[src/rtl/fetch_stage_pkg.sv]
// ----------------------------------------------------------------------------
// mips_defs -- definitions shared by the pipeline stages.
//   DEFAULT_RESET_PC  : first fetch address after reset
//   DEFAULT_NOP_INSTR : instruction word used for pipeline bubbles
//   fetchState_e      : fetch FSM state encodings
//   pcPlus4()         : 32-bit modulo PC increment
// ----------------------------------------------------------------------------
package mips_defs;

    localparam logic [31:0] DEFAULT_RESET_PC  = 32'h0000_0000;
    localparam logic [31:0] DEFAULT_NOP_INSTR = 32'h0000_0000;

    typedef enum logic [1:0] {
        FETCH_REQ   = 2'd0,  // ready to issue a request for PC
        FETCH_WAIT  = 2'd1,  // request granted, waiting for rvalid
        FETCH_HOLD  = 2'd2,  // word parked in skid while Decode is stalled
        FETCH_DRAIN = 2'd3   // request in flight belongs to a squashed path
    } fetchState_e;

    // Wraps naturally: 32'hFFFF_FFFC + 4 = 0.
    function automatic logic [31:0] pcPlus4(input logic [31:0] pc);
        return pc + 32'd4;
    endfunction

endpackage

[src/rtl/fetch_stage_if.sv]
// ----------------------------------------------------------------------------
// fetch_stage_if -- instruction memory request/response bus.
//   imem_req    : fetch request (master -> slave)
//   imem_addr   : fetch address (master -> slave)
//   imem_gnt    : request accepted this cycle (slave -> master)
//   imem_rvalid : imem_rdata valid, at least one cycle after the grant
//   imem_rdata  : fetched instruction word
// ----------------------------------------------------------------------------
interface fetch_stage_if;

    logic        imem_req;
    logic [31:0] imem_addr;
    logic        imem_gnt;
    logic        imem_rvalid;
    logic [31:0] imem_rdata;

    modport master (
        output imem_req,
        output imem_addr,
        input  imem_gnt,
        input  imem_rvalid,
        input  imem_rdata
    );

    modport slave (
        input  imem_req,
        input  imem_addr,
        output imem_gnt,
        output imem_rvalid,
        output imem_rdata
    );

endinterface

[src/rtl/fetch_stage_ifid_reg.sv]
// ----------------------------------------------------------------------------
// ifid_reg -- pipeline register with stall and flush, shared by IF/ID and
// ID/EX. Flush wins over stall; reset and flush load the same clear value.
//   clk, rst_n : clock, asynchronous active-low reset
//   stall      : hold current contents
//   flush      : load CLEAR_VAL (bubble)
//   d / q      : WIDTH-bit payload in / out
// ----------------------------------------------------------------------------
module ifid_reg #(
    parameter int               WIDTH     = 65,
    parameter logic [WIDTH-1:0] CLEAR_VAL = '0
) (
    input  logic             clk,
    input  logic             rst_n,
    input  logic             stall,
    input  logic             flush,
    input  logic [WIDTH-1:0] d,
    output logic [WIDTH-1:0] q
);

    // NOTE: sequential state uses non-blocking assignments so every register
    // samples the values present before the edge.
    always_ff @(posedge clk or negedge rst_n) begin
        if (!rst_n) begin
            q <= CLEAR_VAL;
        end else if (flush) begin
            q <= CLEAR_VAL;
        end else if (!stall) begin
            q <= d;
        end
    end

endmodule

[src/rtl/fetch_stage.sv]
// ----------------------------------------------------------------------------
// fetch_stage -- MIPS instruction fetch with one outstanding memory request.
//   clk, rst_n        : clock, asynchronous active-low reset
//   StallF, StallD    : hazard-unit stalls for Fetch and Decode
//   PCSrcD, JumpD     : taken branch / jump resolved in Decode
//   PCBranchD/PCJumpD : redirect targets
//   imem              : instruction memory bus (master side)
//   InstrD, PCPlus4D  : IF/ID payload
//   ValidD            : InstrD holds a real instruction
//   ImemStall         : Decode is starved (WAIT or DRAIN)
// ----------------------------------------------------------------------------
module fetch_stage
    import mips_defs::*;
#(
    parameter logic [31:0] RESET_PC  = DEFAULT_RESET_PC,
    parameter logic [31:0] NOP_INSTR = DEFAULT_NOP_INSTR
) (
    input  logic                 clk,
    input  logic                 rst_n,
    input  logic                 StallF,
    input  logic                 StallD,
    input  logic                 PCSrcD,
    input  logic                 JumpD,
    input  logic [31:0]          PCBranchD,
    input  logic [31:0]          PCJumpD,
    fetch_stage_if.master        imem,
    output logic [31:0]          InstrD,
    output logic [31:0]          PCPlus4D,
    output logic                 ValidD,
    output logic                 ImemStall
);

    localparam logic [64:0] IFID_CLEAR = {1'b0, 32'h0, NOP_INSTR};

    fetchState_e state;
    logic [31:0] pc;
    logic [31:0] skid;

    logic        redirect;
    logic [31:0] target;
    logic        granted;
    logic        deliverMem;
    logic        deliverSkid;
    logic [64:0] ifidD;
    logic [64:0] ifidQ;

    // Requests are gated by rst_n so the bus stays quiet while in reset.
    assign imem.imem_req  = (state == FETCH_REQ) && !StallF && rst_n;
    assign imem.imem_addr = pc;
    assign ImemStall      = (state == FETCH_WAIT) || (state == FETCH_DRAIN);

    // NOTE: every always_comb output gets a default value first, so no
    // path can leave a signal unassigned and infer a latch.
    always_comb begin
        redirect    = (PCSrcD || JumpD) && !StallD;
        target      = PCSrcD ? PCBranchD : PCJumpD;
        granted     = imem.imem_req && imem.imem_gnt;
        deliverMem  = (state == FETCH_WAIT) && imem.imem_rvalid && !StallD;
        deliverSkid = (state == FETCH_HOLD) && !StallD;
        ifidD       = IFID_CLEAR;
        if (deliverSkid) begin
            ifidD = {1'b1, pcPlus4(pc), skid};
        end else if (deliverMem) begin
            ifidD = {1'b1, pcPlus4(pc), imem.imem_rdata};
        end
    end

    always_ff @(posedge clk or negedge rst_n) begin
        if (!rst_n) begin
            state <= FETCH_REQ;
            pc    <= RESET_PC;
            skid  <= '0;
        end else begin
            unique case (state)
                FETCH_REQ: begin
                    // A redirect in the grant cycle orphans that request.
                    if (granted) state <= redirect ? FETCH_DRAIN : FETCH_WAIT;
                end
                FETCH_WAIT: begin
                    if (redirect) begin
                        // If the stale word returns in the redirect cycle it
                        // is already gone, so there is nothing left to drain.
                        state <= imem.imem_rvalid ? FETCH_REQ : FETCH_DRAIN;
                    end else if (imem.imem_rvalid) begin
                        if (StallD) begin
                            skid  <= imem.imem_rdata;
                            state <= FETCH_HOLD;
                        end else begin
                            state <= FETCH_REQ;
                        end
                    end
                end
                FETCH_HOLD: begin
                    // Either the skid is delivered or a redirect discards it.
                    if (!StallD) begin
                        state <= FETCH_REQ;
                        skid  <= '0;
                    end
                end
                FETCH_DRAIN: begin
                    if (imem.imem_rvalid) state <= FETCH_REQ;
                end
                default: state <= FETCH_REQ;
            endcase

            if (redirect) begin
                pc <= target;
            end else if (deliverMem || deliverSkid) begin
                pc <= pcPlus4(pc);
            end
        end
    end

    ifid_reg #(
        .WIDTH     (65),
        .CLEAR_VAL (IFID_CLEAR)
    ) u_ifid (
        .clk   (clk),
        .rst_n (rst_n),
        .stall (StallD),
        .flush (redirect),
        .d     (ifidD),
        .q     (ifidQ)
    );

    assign {ValidD, PCPlus4D, InstrD} = ifidQ;

endmodule

[src/flat_wrapper.sv]
// flat-port wrapper written by rule: the top's interface ports become plain ports
module fetch_stage_flat import mips_defs::*;
#(
    parameter logic [31:0] RESET_PC  = DEFAULT_RESET_PC,
    parameter logic [31:0] NOP_INSTR = DEFAULT_NOP_INSTR
)
  (clk, rst_n, StallF, StallD, PCSrcD, JumpD, PCBranchD, PCJumpD, InstrD, PCPlus4D, ValidD, ImemStall, imem_imem_req, imem_imem_addr, imem_imem_gnt, imem_imem_rvalid, imem_imem_rdata);
  fetch_stage_if imem_i ();
  input  logic clk;
  input  logic rst_n;
  input  logic StallF;
  input  logic StallD;
  input  logic PCSrcD;
  input  logic JumpD;
  input  logic [31:0] PCBranchD;
  input  logic [31:0] PCJumpD;
  output logic [31:0] InstrD;
  output logic [31:0] PCPlus4D;
  output logic ValidD;
  output logic ImemStall;
  output wire logic [$bits(imem_i.imem_req)-1:0] imem_imem_req;
  output wire logic [$bits(imem_i.imem_addr)-1:0] imem_imem_addr;
  input wire logic [$bits(imem_i.imem_gnt)-1:0] imem_imem_gnt;
  input wire logic [$bits(imem_i.imem_rvalid)-1:0] imem_imem_rvalid;
  input wire logic [$bits(imem_i.imem_rdata)-1:0] imem_imem_rdata;
  assign imem_imem_req = imem_i.imem_req;
  assign imem_imem_addr = imem_i.imem_addr;
  assign imem_i.imem_gnt = imem_imem_gnt;
  assign imem_i.imem_rvalid = imem_imem_rvalid;
  assign imem_i.imem_rdata = imem_imem_rdata;
  fetch_stage #(.RESET_PC(RESET_PC), .NOP_INSTR(NOP_INSTR)) u_core (.clk(clk), .rst_n(rst_n), .StallF(StallF), .StallD(StallD), .PCSrcD(PCSrcD), .JumpD(JumpD), .PCBranchD(PCBranchD), .PCJumpD(PCJumpD), .imem(imem_i), .InstrD(InstrD), .PCPlus4D(PCPlus4D), .ValidD(ValidD), .ImemStall(ImemStall));
endmodule
[config.mk]
export PLATFORM = sky130hd
export DESIGN_NAME = fetch_stage_flat
export DESIGN_NICKNAME = d
export VERILOG_FILES = /design/src/rtl/fetch_stage_pkg.sv /design/src/rtl/fetch_stage_if.sv /design/src/rtl/fetch_stage_ifid_reg.sv /design/src/rtl/fetch_stage.sv /design/src/flat_wrapper.sv
export SDC_FILE = /design/constraint.sdc
export NUM_CORES = 1
export LEC_CHECK = 0
export BUFFER_PORTS_ARGS = -buffer_cell sky130_fd_sc_hd__buf_2
export CAP_MARGIN = 40
export CORE_MARGIN = 1.5
export CORE_UTILIZATION = 25
export DETAILED_ROUTE_END_ITERATION = 7
export HOLD_SLACK_MARGIN = 0.06
export SYNTH_ARGS = -nofsm -noshare
export SYNTH_HDL_FRONTEND = slang
export SYNTH_SLANG_ARGS = --single-unit
[constraint.sdc]
create_clock -name clk -period 3 [get_ports clk]
set_input_delay 0.6 -clock clk [delete_from_list [all_inputs] [get_ports clk]]
set_output_delay 0.6 -clock clk [all_outputs]
set_load 0.05 [all_outputs]
==> impl_metrics.ini <==
[outcome]
status = finished clean

[cells_and_area]
nFillCells = 2768
nets = 1011
multi_input_area_mm2 = 0.00316
register_area_mm2 = 0.00328
stdcell_area_mm2 = 0.00865
final-instance-count-excl-fill = 1259
area_delta_synth_final_pct = 28.4
drive_gt1_share_pct = 29.2

[placement]
dpl.cell_count = 1221
placed_cell_area_mm2 = 0.00805
dp_hpwl_mm = 15.5
portBuffers = 202
place_congestion = 0.763

[sta]
hold_viol_final = 0
max_slew_margin_pct = 46.7
finalSetupTns_ps = 0
worstMarginPinSlew_ps = 799
finalClockSkew_ps = 7.67
rsz0062_at_grt = false
slew_violations = 0
fin_crit_ps = 2390
fmax_ghz = 0.418
setup_viol = 0
fin_crit_sh_pct = 79.8

[yosys]
netlist.area_leader.share_pct = 48.7
ys_seq_area_share_pct = 48.7
synth_edf_count = 0
ys_ff_latch = 131
async_flop_share_pct = 100
synth_cells = 731
yosys-top-cells-count = nand2_1, dfrtp_1, nand3_1, o21ai_0, clkbuf_1
yosys.area.top_type = dfrtp_1
synth.most_common_cell = nand2_1
syn-cell-area_mm2 = 0.00673
synth.distinct_cells = 58
yosys_most_used_dff = dfrtp_1
syn_avg_cell_area_um2 = 9.21
synthTopCellsByArea = dfrtp_1, nand2_1, nand3_1, o21ai_0, a22oi_1
synth_nets = 836
yosysWarnings = 0

[critical_path]
slowest_stage = dlygate4sd3_1
crit_end = imem_imem_req
worstSetupPathType = input pin to output port
regToRegSetupSlack_ps = 650
crit_cells = 5
r2r_start = u_core.imem.imem_addr[2]
rr_worst_depth = 5
cp-end-kind = output port
arrival_ps = 1790
cp.required_ps = 2400
cp_top_family = buffers and inverters
critPathMaxStageDelay_ps = 550
path_cells = dlygate4sd3_1 > buf_6 > nand2_1 > nor2_1 > buf_2
timing.rr.end = u_core.imem.imem_addr[26]
worstSetupStartpointType = input pin
worstPathMaxFanout = 13
worstSetupStartpoint = rst_n
path_buf_inv = 3

[hold_path]
worstHoldPathType = input pin to flop
holdPathStages = 3

[grt]
track_usage_pct = 16.5
grt-ovfl-total = 0
antenna_found_initial = 7
grt_pass1_wl_mm = 35.8
grt_pass1_vias = 5953
grt_start_max_net_pins = 122

[cts]
htreeDepth = 4
cts_tree = yes
cts_inserted_buffers = 17
root_buffer = clkbuf_16
clk_pin_slew_worst_paths_ps = 60
clkSinkCount = 131
insertion_delay_ps = 420
cts.path.max_buffers = 2

[routing]
num_vias = 6373
wl_per_cell_um = 18.2
postRouteAntennaNets = 0
vias_per_cell = 5.06
drt_iter0_drc = 387
detail_route.wirelength_mm = 22.9
first_pass_iters = 4
drc = 0

[power_and_ir_drop]
p_total_uw = 5700
p_int_uw = 3620
power.switching_uw = 2080
powerDensity_mw_per_mm2 = 659
comb_power_share_pct = 24.6
clkPwrFrac_pct = 36.7
p_sw_share_pct = 36.5
p_seq_share_pct = 38.8
vdd_drop_max_mv = 0.281
total_leakage_power_uw = 0.00393

[die]
fp.dieH_um = 167
die-area_mm2 = 0.0279
core_area_mm2 = 0.0263
initial_core_util_pct = 25.6
fp-row-count = 59
die_x_um = 167
num_io_pins = 203

[flow_run]
cap_violations = 0
-- logic make-up after synthesis --
group / after synthesis / share of synthesized area (%)
flops: 131 / 48.7
compound gates: 196 / 19.4
xor+xnor: 22 / 2.86
simple gates: 302 / 22.7
mux: 10 / 1.49
fa+ha+maj: 1 / 0.186
buf+inv: 69 / 4.74
-- registers in the layout, summed over array words and instances (netlist names) --
signal / cells
u_core.u_ifid.q: 65
u_core.imem.imem_addr: 32
u_core.skid: 32
u_core.state: 2
-- layer usage --
layer  GRT usage [%]  share of wire, %  up-vias
met4            3.75              0.86        4
met2            25.8                46      224
met3            4.87               7.3       15
met1            22.5                46     3094
li1                -                 -     3036
met5               0              0.13        -
-- worst reg2reg max path, cell delays in order (launching register included) --
cell,delay (ps)
dfrtp_1,430
ha_1,270
nand4_1,270
or4_4,630
or4_1,520
a31oi_1,170
-- layout by cell type (no fill, tap or decap), types with 4 or more instances in the layout --
cell type / netlist / final
nor2b_1: 24 / 24
o311ai_0: 4 / 4
diode_2: 0 / 5
a22oi_1: 32 / 32
or4_1: 19 / 19
nor2_1: 15 / 14
xor2_1: 12 / 12
o211ai_1: 18 / 18
xnor2_1: 10 / 10
o31ai_1: 8 / 8
a211oi_1: 27 / 27
buf_2: 8 / 201
nand3_1: 59 / 59
a21oi_1: 13 / 13
o21ai_0: 59 / 59
a31oi_1: 17 / 17
clkinv_2: 0 / 5
nor3_1: 4 / 4
nand2_1: 135 / 135
mux2i_1: 10 / 10
nand4_1: 11 / 11
buf_4: 2 / 21
or3_1: 10 / 10
clkbuf_16: 0 / 17
and4_1: 6 / 6
dfrtp_1: 131 / 131
-- cell type report --
class / instances / share of cell area (%)
flip-flops and latches: 131 / 37.9
clock inverters: 13 / 1.55
multi-input cells: 531 / 36.5
repair buffers: 225 / 13.9
well taps: 335 / 4.85
diodes: 5 / 0.145
clock buffers: 19 / 5.12
-- through the flow --
step / hold WS, ps / setup slack [ps] / utilization, %
CTS: 361 / 581 / 32.9
global route: 373 / 477 / 32.9
global placement: 436 / 550 / 30.6
detailed placement: 435 / 486 / 30.6
finish: 379 / 605 / 32.9
floorplan: 304 / 569 / -
-- power by group through the flow --
stage / Clock [uW] / Combinational [uW] / Sequential, uW
2_1_floorplan: 0 / 525 / 2640
3_3_place_gp: 0 / 1410 / 2220
5_1_grt: 2200 / 1510 / 2240
4_1_cts: 2140 / 1420 / 2200
6_report: 2090 / 1400 / 2210
3_5_place_dp: 0 / 1420 / 2230
-- worst min path at each step --
stage / start / endpoint / slack (ps)
final: imem_imem_rdata[30] / u_core.skid[30] / 380
after global routing: imem_imem_rdata[30] / u_core.skid[30] / 370
after CTS: imem_imem_rdata[16] / u_core.skid[16] / 360
after detailed placement: rst_n / u_core.imem.imem_addr[22] / 440
after global placement: rst_n / u_core.imem.imem_addr[22] / 440
after floorplan: rst_n / u_core.imem.imem_addr[0] / 300
-- timing repair --
action	CTS	global route
hold buffers	1	0
hold endpoints to repair	10	0
resized for setup	0	0
buffers inserted	0	0
Power figures use the tool's default switching activity.
